## src/rtl/dmem_port_arbiter_if.sv

```systemverilog
// Data-memory port bundle: pipeline side, debug burst engine side
// and the shared data_mem port.
interface dmem_port_arbiter_if #(
  parameter int ADDR_W = 11,
  parameter int DATA_W = 32,
  parameter int LEN_W  = 12
);
  logic [ADDR_W-1:0] pipe_address;
  logic [DATA_W-1:0] pipe_in_data;
  logic              pipe_MemWrite;
  logic              pipe_MemRead;
  logic [DATA_W-1:0] pipe_out_data;

  logic              dbg_start;
  logic              dbg_mode;
  logic [ADDR_W-1:0] dbg_addr;
  logic [LEN_W-1:0]  dbg_len;
  logic [DATA_W-1:0] dbg_fill;
  logic              dbg_busy;
  logic              dbg_done;
  logic [DATA_W-1:0] dbg_data;
  logic              dbg_valid;
  logic              dbg_ready;

  logic [ADDR_W-1:0] mem_address;
  logic [DATA_W-1:0] mem_in_data;
  logic              mem_MemWrite;
  logic              mem_MemRead;
  logic [DATA_W-1:0] mem_out_data;

  modport slave (
    input  pipe_address, pipe_in_data,
    input  pipe_MemWrite, pipe_MemRead,
    output pipe_out_data,
    input  dbg_start, dbg_mode, dbg_addr,
    input  dbg_len, dbg_fill, dbg_ready,
    output dbg_busy, dbg_done, dbg_data, dbg_valid,
    output mem_address, mem_in_data,
    output mem_MemWrite, mem_MemRead,
    input  mem_out_data
  );

  modport master (
    output pipe_address, pipe_in_data,
    output pipe_MemWrite, pipe_MemRead,
    input  pipe_out_data,
    output dbg_start, dbg_mode, dbg_addr,
    output dbg_len, dbg_fill, dbg_ready,
    input  dbg_busy, dbg_done, dbg_data, dbg_valid,
    input  mem_address, mem_in_data,
    input  mem_MemWrite, mem_MemRead,
    output mem_out_data
  );
endinterface

```

## src/rtl/dmem_port_arbiter.sv

```systemverilog
// Shares the data_mem port between the MEM stage (absolute priority,
// zero-latency) and a debug burst engine that dumps or fills a region.
module dmem_port_arbiter #(
  parameter int ADDR_W = 11,
  parameter int DATA_W = 32,
  parameter int LEN_W  = 12
) (
  input logic clock,
  input logic reset,
  dmem_port_arbiter_if.slave bus
);

  typedef enum logic [1:0] {IDLE, RUN, DRAIN} state_t;

  state_t            state, state_n;
  logic [ADDR_W-1:0] addr;
  logic [LEN_W-1:0]  rem;
  logic              mode;
  logic [DATA_W-1:0] fill;
  logic [DATA_W-1:0] data;
  logic              valid;
  logic              done, done_n;

  logic pipe_act;
  logic fill_iss;
  logic rd_iss;
  logic iss;
  logic last;

  assign pipe_act = bus.pipe_MemRead | bus.pipe_MemWrite;
  assign fill_iss = (state == RUN) && mode && !pipe_act;
  // a read may only issue if its result has somewhere to land
  assign rd_iss = (state == RUN) && !mode && !pipe_act
               && (!valid || bus.dbg_ready);
  assign iss  = fill_iss | rd_iss;
  assign last = (rem == LEN_W'(1));

  always_comb begin
    bus.mem_address  = bus.pipe_address;
    bus.mem_in_data  = bus.pipe_in_data;
    bus.mem_MemWrite = bus.pipe_MemWrite;
    bus.mem_MemRead  = bus.pipe_MemRead;
    if (fill_iss) begin
      bus.mem_address  = addr;
      bus.mem_in_data  = fill;
      bus.mem_MemWrite = 1'b1;
    end else if (rd_iss) begin
      bus.mem_address = addr;
      bus.mem_MemRead = 1'b1;
    end
  end

  always_comb begin
    state_n = state;
    done_n  = 1'b0;
    unique case (state)
      IDLE: begin
        if (bus.dbg_start) begin
          if (bus.dbg_len == '0) done_n = 1'b1;
          else state_n = RUN;
        end
      end
      RUN: begin
        if (iss && last) begin
          if (mode) begin
            state_n = IDLE;
            done_n  = 1'b1;
          end else begin
            state_n = DRAIN;
          end
        end
      end
      DRAIN: begin
        if (bus.dbg_ready) begin
          state_n = IDLE;
          done_n  = 1'b1;
        end
      end
      default: state_n = IDLE;
    endcase
  end

  always_ff @(posedge clock) begin
    if (reset) begin
      state <= IDLE;
      addr  <= '0;
      rem   <= '0;
      mode  <= 1'b0;
      fill  <= '0;
      data  <= '0;
      valid <= 1'b0;
      done  <= 1'b0;
    end else begin
      state <= state_n;
      done  <= done_n;
      if (state == IDLE && bus.dbg_start) begin
        addr <= bus.dbg_addr;
        rem  <= bus.dbg_len;
        mode <= bus.dbg_mode;
        fill <= bus.dbg_fill;
      end else if (iss) begin
        addr <= addr + ADDR_W'(1);
        rem  <= rem - LEN_W'(1);
      end
      if (rd_iss) begin
        data  <= bus.mem_out_data;
        valid <= 1'b1;
      end else if (valid && bus.dbg_ready) begin
        valid <= 1'b0;
      end
    end
  end

  assign bus.pipe_out_data = bus.mem_out_data;
  assign bus.dbg_busy      = (state != IDLE);
  assign bus.dbg_done      = done;
  assign bus.dbg_data      = data;
  assign bus.dbg_valid     = valid;

endmodule

```

## src/flat_wrapper.sv

```systemverilog
// flat-port wrapper written by rule: the top's interface ports become plain ports
module dmem_port_arbiter_flat 
#(
  parameter int ADDR_W = 11,
  parameter int DATA_W = 32,
  parameter int LEN_W  = 12
)
  (clock, reset, bus_pipe_address, bus_pipe_in_data, bus_pipe_MemWrite, bus_pipe_MemRead, bus_pipe_out_data, bus_dbg_start, bus_dbg_mode, bus_dbg_addr, bus_dbg_len, bus_dbg_fill, bus_dbg_ready, bus_dbg_busy, bus_dbg_done, bus_dbg_data, bus_dbg_valid, bus_mem_address, bus_mem_in_data, bus_mem_MemWrite, bus_mem_MemRead, bus_mem_out_data);
  dmem_port_arbiter_if #(.ADDR_W(ADDR_W), .DATA_W(DATA_W), .LEN_W(LEN_W)) bus_i ();
  input logic clock;
  input logic reset;
  input wire logic [$bits(bus_i.pipe_address)-1:0] bus_pipe_address;
  input wire logic [$bits(bus_i.pipe_in_data)-1:0] bus_pipe_in_data;
  input wire logic [$bits(bus_i.pipe_MemWrite)-1:0] bus_pipe_MemWrite;
  input wire logic [$bits(bus_i.pipe_MemRead)-1:0] bus_pipe_MemRead;
  output wire logic [$bits(bus_i.pipe_out_data)-1:0] bus_pipe_out_data;
  input wire logic [$bits(bus_i.dbg_start)-1:0] bus_dbg_start;
  input wire logic [$bits(bus_i.dbg_mode)-1:0] bus_dbg_mode;
  input wire logic [$bits(bus_i.dbg_addr)-1:0] bus_dbg_addr;
  input wire logic [$bits(bus_i.dbg_len)-1:0] bus_dbg_len;
  input wire logic [$bits(bus_i.dbg_fill)-1:0] bus_dbg_fill;
  input wire logic [$bits(bus_i.dbg_ready)-1:0] bus_dbg_ready;
  output wire logic [$bits(bus_i.dbg_busy)-1:0] bus_dbg_busy;
  output wire logic [$bits(bus_i.dbg_done)-1:0] bus_dbg_done;
  output wire logic [$bits(bus_i.dbg_data)-1:0] bus_dbg_data;
  output wire logic [$bits(bus_i.dbg_valid)-1:0] bus_dbg_valid;
  output wire logic [$bits(bus_i.mem_address)-1:0] bus_mem_address;
  output wire logic [$bits(bus_i.mem_in_data)-1:0] bus_mem_in_data;
  output wire logic [$bits(bus_i.mem_MemWrite)-1:0] bus_mem_MemWrite;
  output wire logic [$bits(bus_i.mem_MemRead)-1:0] bus_mem_MemRead;
  input wire logic [$bits(bus_i.mem_out_data)-1:0] bus_mem_out_data;
  assign bus_i.pipe_address = bus_pipe_address;
  assign bus_i.pipe_in_data = bus_pipe_in_data;
  assign bus_i.pipe_MemWrite = bus_pipe_MemWrite;
  assign bus_i.pipe_MemRead = bus_pipe_MemRead;
  assign bus_pipe_out_data = bus_i.pipe_out_data;
  assign bus_i.dbg_start = bus_dbg_start;
  assign bus_i.dbg_mode = bus_dbg_mode;
  assign bus_i.dbg_addr = bus_dbg_addr;
  assign bus_i.dbg_len = bus_dbg_len;
  assign bus_i.dbg_fill = bus_dbg_fill;
  assign bus_i.dbg_ready = bus_dbg_ready;
  assign bus_dbg_busy = bus_i.dbg_busy;
  assign bus_dbg_done = bus_i.dbg_done;
  assign bus_dbg_data = bus_i.dbg_data;
  assign bus_dbg_valid = bus_i.dbg_valid;
  assign bus_mem_address = bus_i.mem_address;
  assign bus_mem_in_data = bus_i.mem_in_data;
  assign bus_mem_MemWrite = bus_i.mem_MemWrite;
  assign bus_mem_MemRead = bus_i.mem_MemRead;
  assign bus_i.mem_out_data = bus_mem_out_data;
  dmem_port_arbiter #(.ADDR_W(ADDR_W), .DATA_W(DATA_W), .LEN_W(LEN_W)) u_core (.clock(clock), .reset(reset), .bus(bus_i));
endmodule
```

## config.mk

```make
export PLATFORM = sky130hd
export DESIGN_NAME = dmem_port_arbiter_flat
export DESIGN_NICKNAME = d
export VERILOG_FILES = /design/src/rtl/dmem_port_arbiter_if.sv /design/src/rtl/dmem_port_arbiter.sv /design/src/flat_wrapper.sv
export SDC_FILE = /design/constraint.sdc
export NUM_CORES = 1
export LEC_CHECK = 0
export ABC_CLOCK_PERIOD_IN_PS = 2100
export BUFFER_PORTS_ARGS = -buffer_cell sky130_fd_sc_hd__buf_2
export CAP_MARGIN = 40
export CORE_ASPECT_RATIO = 1.1
export CORE_UTILIZATION = 42
export CTS_BUF_LIST = sky130_fd_sc_hd__clkbuf_4
export DETAILED_ROUTE_END_ITERATION = 12
export PLACE_DENSITY = 0.79
export SLEW_MARGIN = 5
export SYNTH_ARGS = -nofsm -noshare
export SYNTH_HDL_FRONTEND = slang
export SYNTH_SLANG_ARGS = --single-unit
```

## constraint.sdc

```tcl
create_clock -name clock -period 2.1 [get_ports clock]
set_input_delay 0.42 -clock clock [delete_from_list [all_inputs] [get_ports clock]]
set_output_delay 0.42 -clock clock [all_outputs]
set_load 0.02 [all_outputs]
```

==> results.sh <==
export IMPL_crit_required_ps=1680
export IMPL_via_per_inst=5.153
export IMPL_grt_ovfl_total=0
export IMPL_wl_per_cell_um=14.74
export IMPL_drtIter0Drc=235
export IMPL_ff_latch_area_mm2=0.001848
export IMPL_first_global_vias=4452
export IMPL_hp_class="in -> reg"
export IMPL_cp_arrival_ps=1870
export IMPL_layout_setup_ws_ps=-185.2
export IMPL_grt_pass1_wl_um=21340
export IMPL_start_kind="register"
export IMPL_die_area_mm2=0.01125
export IMPL_regToRegSetupSlack_ps=20
export IMPL_timing_hold_ws_ps=190.7
export IMPL_r2r_worst_path_cells=6
export IMPL_clock_path_buffers=2
export IMPL_violations="setup timing"
export IMPL_gp_congestion=0.8609
export IMPL_ys_flop_type="dfxtp_1"
export IMPL_area_growth_pct=41.05
export IMPL_period_minus_slack_ps=2285
export IMPL_antenna_found_initial=0
export IMPL_io_buffers=248
export IMPL_powerDensity_mw_per_mm2=609.4
export IMPL_synth_seq_cells=92
export IMPL_end_kind="output pin"
export IMPL_coreArea_mm2=0.01044
export IMPL_power_w=0.003909
export IMPL_reg2reg_from="u_core.state[1]$_SDFFE_PP0P_"
export IMPL_path_clk_slew_ps=150
export IMPL_cts_root_buf="clkbuf_4"
export IMPL_finClkSkew_ps=13.68
export IMPL_rsz0062_at_grt="true"
export IMPL_final_util_pct=61.43
export IMPL_multi_input_area_mm2=0.002490
export IMPL_synth_cell_types=52
export IMPL_grt_max_degree=42
export IMPL_finalCritPeriodShare_pct=108.8
export IMPL_hpwl_um=9817
export IMPL_grt_busiest_layer="met2"
export IMPL_regToRegEndpoint="u_core.addr[6]$_SDFFE_PP0P_"
export IMPL_drtAntennaViolNets=0
export IMPL_tns_ps=-7223
export IMPL_initial_core_util_pct=43.55
export IMPL_drive_gt1_share_pct=47.60
export IMPL_synth_edf_count=0
export IMPL_setup_viol=44
export IMPL_cts_max_level=3
export IMPL_final_cell_mix="buf_2 (233), nand2_1 (156), dfxtp_1 (89), a21oi_1 (60), mux2_2 (32)"
export IMPL_insertion_delay_ps=440
export IMPL_ys_async_sr_fraction_pct=0
export IMPL_num_antenna_cells=0
export IMPL_grtUsageTotal_pct=24.26
export IMPL_status="complete, but fails checks"
export IMPL_max_freq_mhz=437.6
export IMPL_boundaryPins=249
export IMPL_use_met2_pct=40.05
export IMPL_die_w_um=101.2
export IMPL_ir_drop_v=0.0003943
export IMPL_synth_area_per_cell_um2=7.842
export IMPL_grt_use_met1_pct=30.30
export IMPL_cp_max_fo=5
export IMPL_syn_area_mm2=0.004548
export IMPL_cts_tree="done"
export IMPL_hold_depth=3
export IMPL_cap_violations=0
export IMPL_cts_hold_buffers_added=0
export IMPL_synth_cells=580
export IMPL_dr_pass1_iters=5
export IMPL_hold_start="bus_dbg_fill[0]"
export IMPL_drt_wl_total_um=14070
export IMPL_synth_warnings=0
export IMPL_use_met3_pct=6.747
export IMPL_ys_seq_area_share_pct=40.50
export IMPL_nets=946
export IMPL_setup_worst_path_class="reg -> out"
export IMPL_fillers=952
export IMPL_cts_buffers_inserted=9
export IMPL_holdPathEnd="u_core.fill[0]$_SDFFE_PP0P_"
export IMPL_vias=4916
export IMPL_hold_viol=0
export IMPL_p_leak_nw=2.870
export IMPL_numClockSinks=92
export IMPL_die_y_um=111.1
export IMPL_drc_errors=0
export IMPL_maxSlewViolCount=0
export IMPL_post_place_ws_ps=-46.70
export IMPL_synth_nets=720
export IMPL_fp_row_count=39
export IMPL_tightest_slew_ps=663.0
export IMPL_final_common_cell="buf_2"
export IMPL_relSlewSlack_pct=55.46
## area by class of cell
| type | instances | area share, % |
|---|---|---|
| multi-input combinational | 412 | 38.81 |
| tap | 143 | 2.789 |
| timing repair buffer | 284 | 26.99 |
| clock inverter | 6 | 1.014 |
| sequential | 92 | 28.81 |
| clock buffer | 10 | 1.170 |
| inverter | 7 | 0.4096 |
## Yosys cell counts (5+ instances only)
cell type  instances  area [um^2]
dfxtp_1           92         1842
a211oi_1           5        37.54
or4_1              6        45.04
clkbuf_1          29        108.9
mux2_2            32        360.4
a21oi_1           73        365.4
nand3_1            9        45.04
nor3_1             5        25.02
nor4_1             9        56.30
o21ai_0            8        40.04
nand2b_1           5        31.28
buf_4             32        240.2
nor2_1            16        60.06
inv_1              7        26.28
nand2_1          174        653.1
a31oi_1           10        62.56
## metal layers
metal | routed length (um) | share of wire, %
met1 | 5589 | 40
met2 | 6950 | 49
met3 | 1253 | 8.9
met4 | 272 | 1.9
met5 | 0 | 0
## what timing repair did
| item | CTS | global route |
|---|---|---|
| gates cloned | 4 | 0 |
| buffers inserted | 7 | 2 |
| endpoints found under the setup margin | 45 | 53 |
| pin swaps | 8 | 24 |
| resized for setup | 41 | 47 |
## registers in the layout, indices dropped and copies added, names as in the netlist
signal                count
u_core.addr              11
u_core.mode               1
u_core.bus.dbg_data      32
u_core.rem               12
u_core.fill              32
u_core.state              2
u_core.bus.dbg_valid      1
u_core.bus.dbg_done       1
## worst max-delay path by stage
stage,from,to,slack [ps],cells after the start
4_1_cts,u_core.state[1]$_SDFFE_PP0P_,bus_mem_in_data[13],-230,5
6_report,u_core.state[1]$_SDFFE_PP0P_,bus_mem_address[5],-190,5
2_1_floorplan,u_core.mode$_SDFFE_PP0P_,bus_mem_address[2],1,8
3_5_place_dp,bus_pipe_MemWrite,u_core.addr[6]$_SDFFE_PP0P_,-50,6
5_1_grt,u_core.state[1]$_SDFFE_PP0P_,bus_mem_in_data[4],-320,5
3_3_place_gp,bus_pipe_MemWrite,u_core.rem[4]$_SDFFE_PP0P_,6,5
## where the power goes
group          internal [W]  switching [W]  total [W]
Combinational      0.000422       0.000553   0.000975
Sequential          0.00185      0.0000779    0.00193
Clock              0.000377       0.000630    0.00101
## cell families (layout without fill, tap and decap cells)
group           count (synthesis)  in the layout  share of synthesized area (%)
simple gates                  250            251                          24.70
flops                          92             92                          40.50
compound gates                123            123                          16.04
fa+ha+maj                       3              3                         0.8254
buf+inv                        77            307                          9.436
mux                            32             32                          7.923
xor+xnor                        3              3                         0.5778
## through the flow
stage,instance area (um^2),instances
floorplan,4566,580
global placement,5823,925
detailed placement,5823,925
CTS,6233,952
global route,6415,954
finish,6415,954
## critical path, stage by stage (launching register included)
cell     delay, ps
dfxtp_4        390
or4b_4         560
nor2_4         190
nand2_1         80
nand2_1         80
buf_6          120
(Power assumes the default switching activity.)
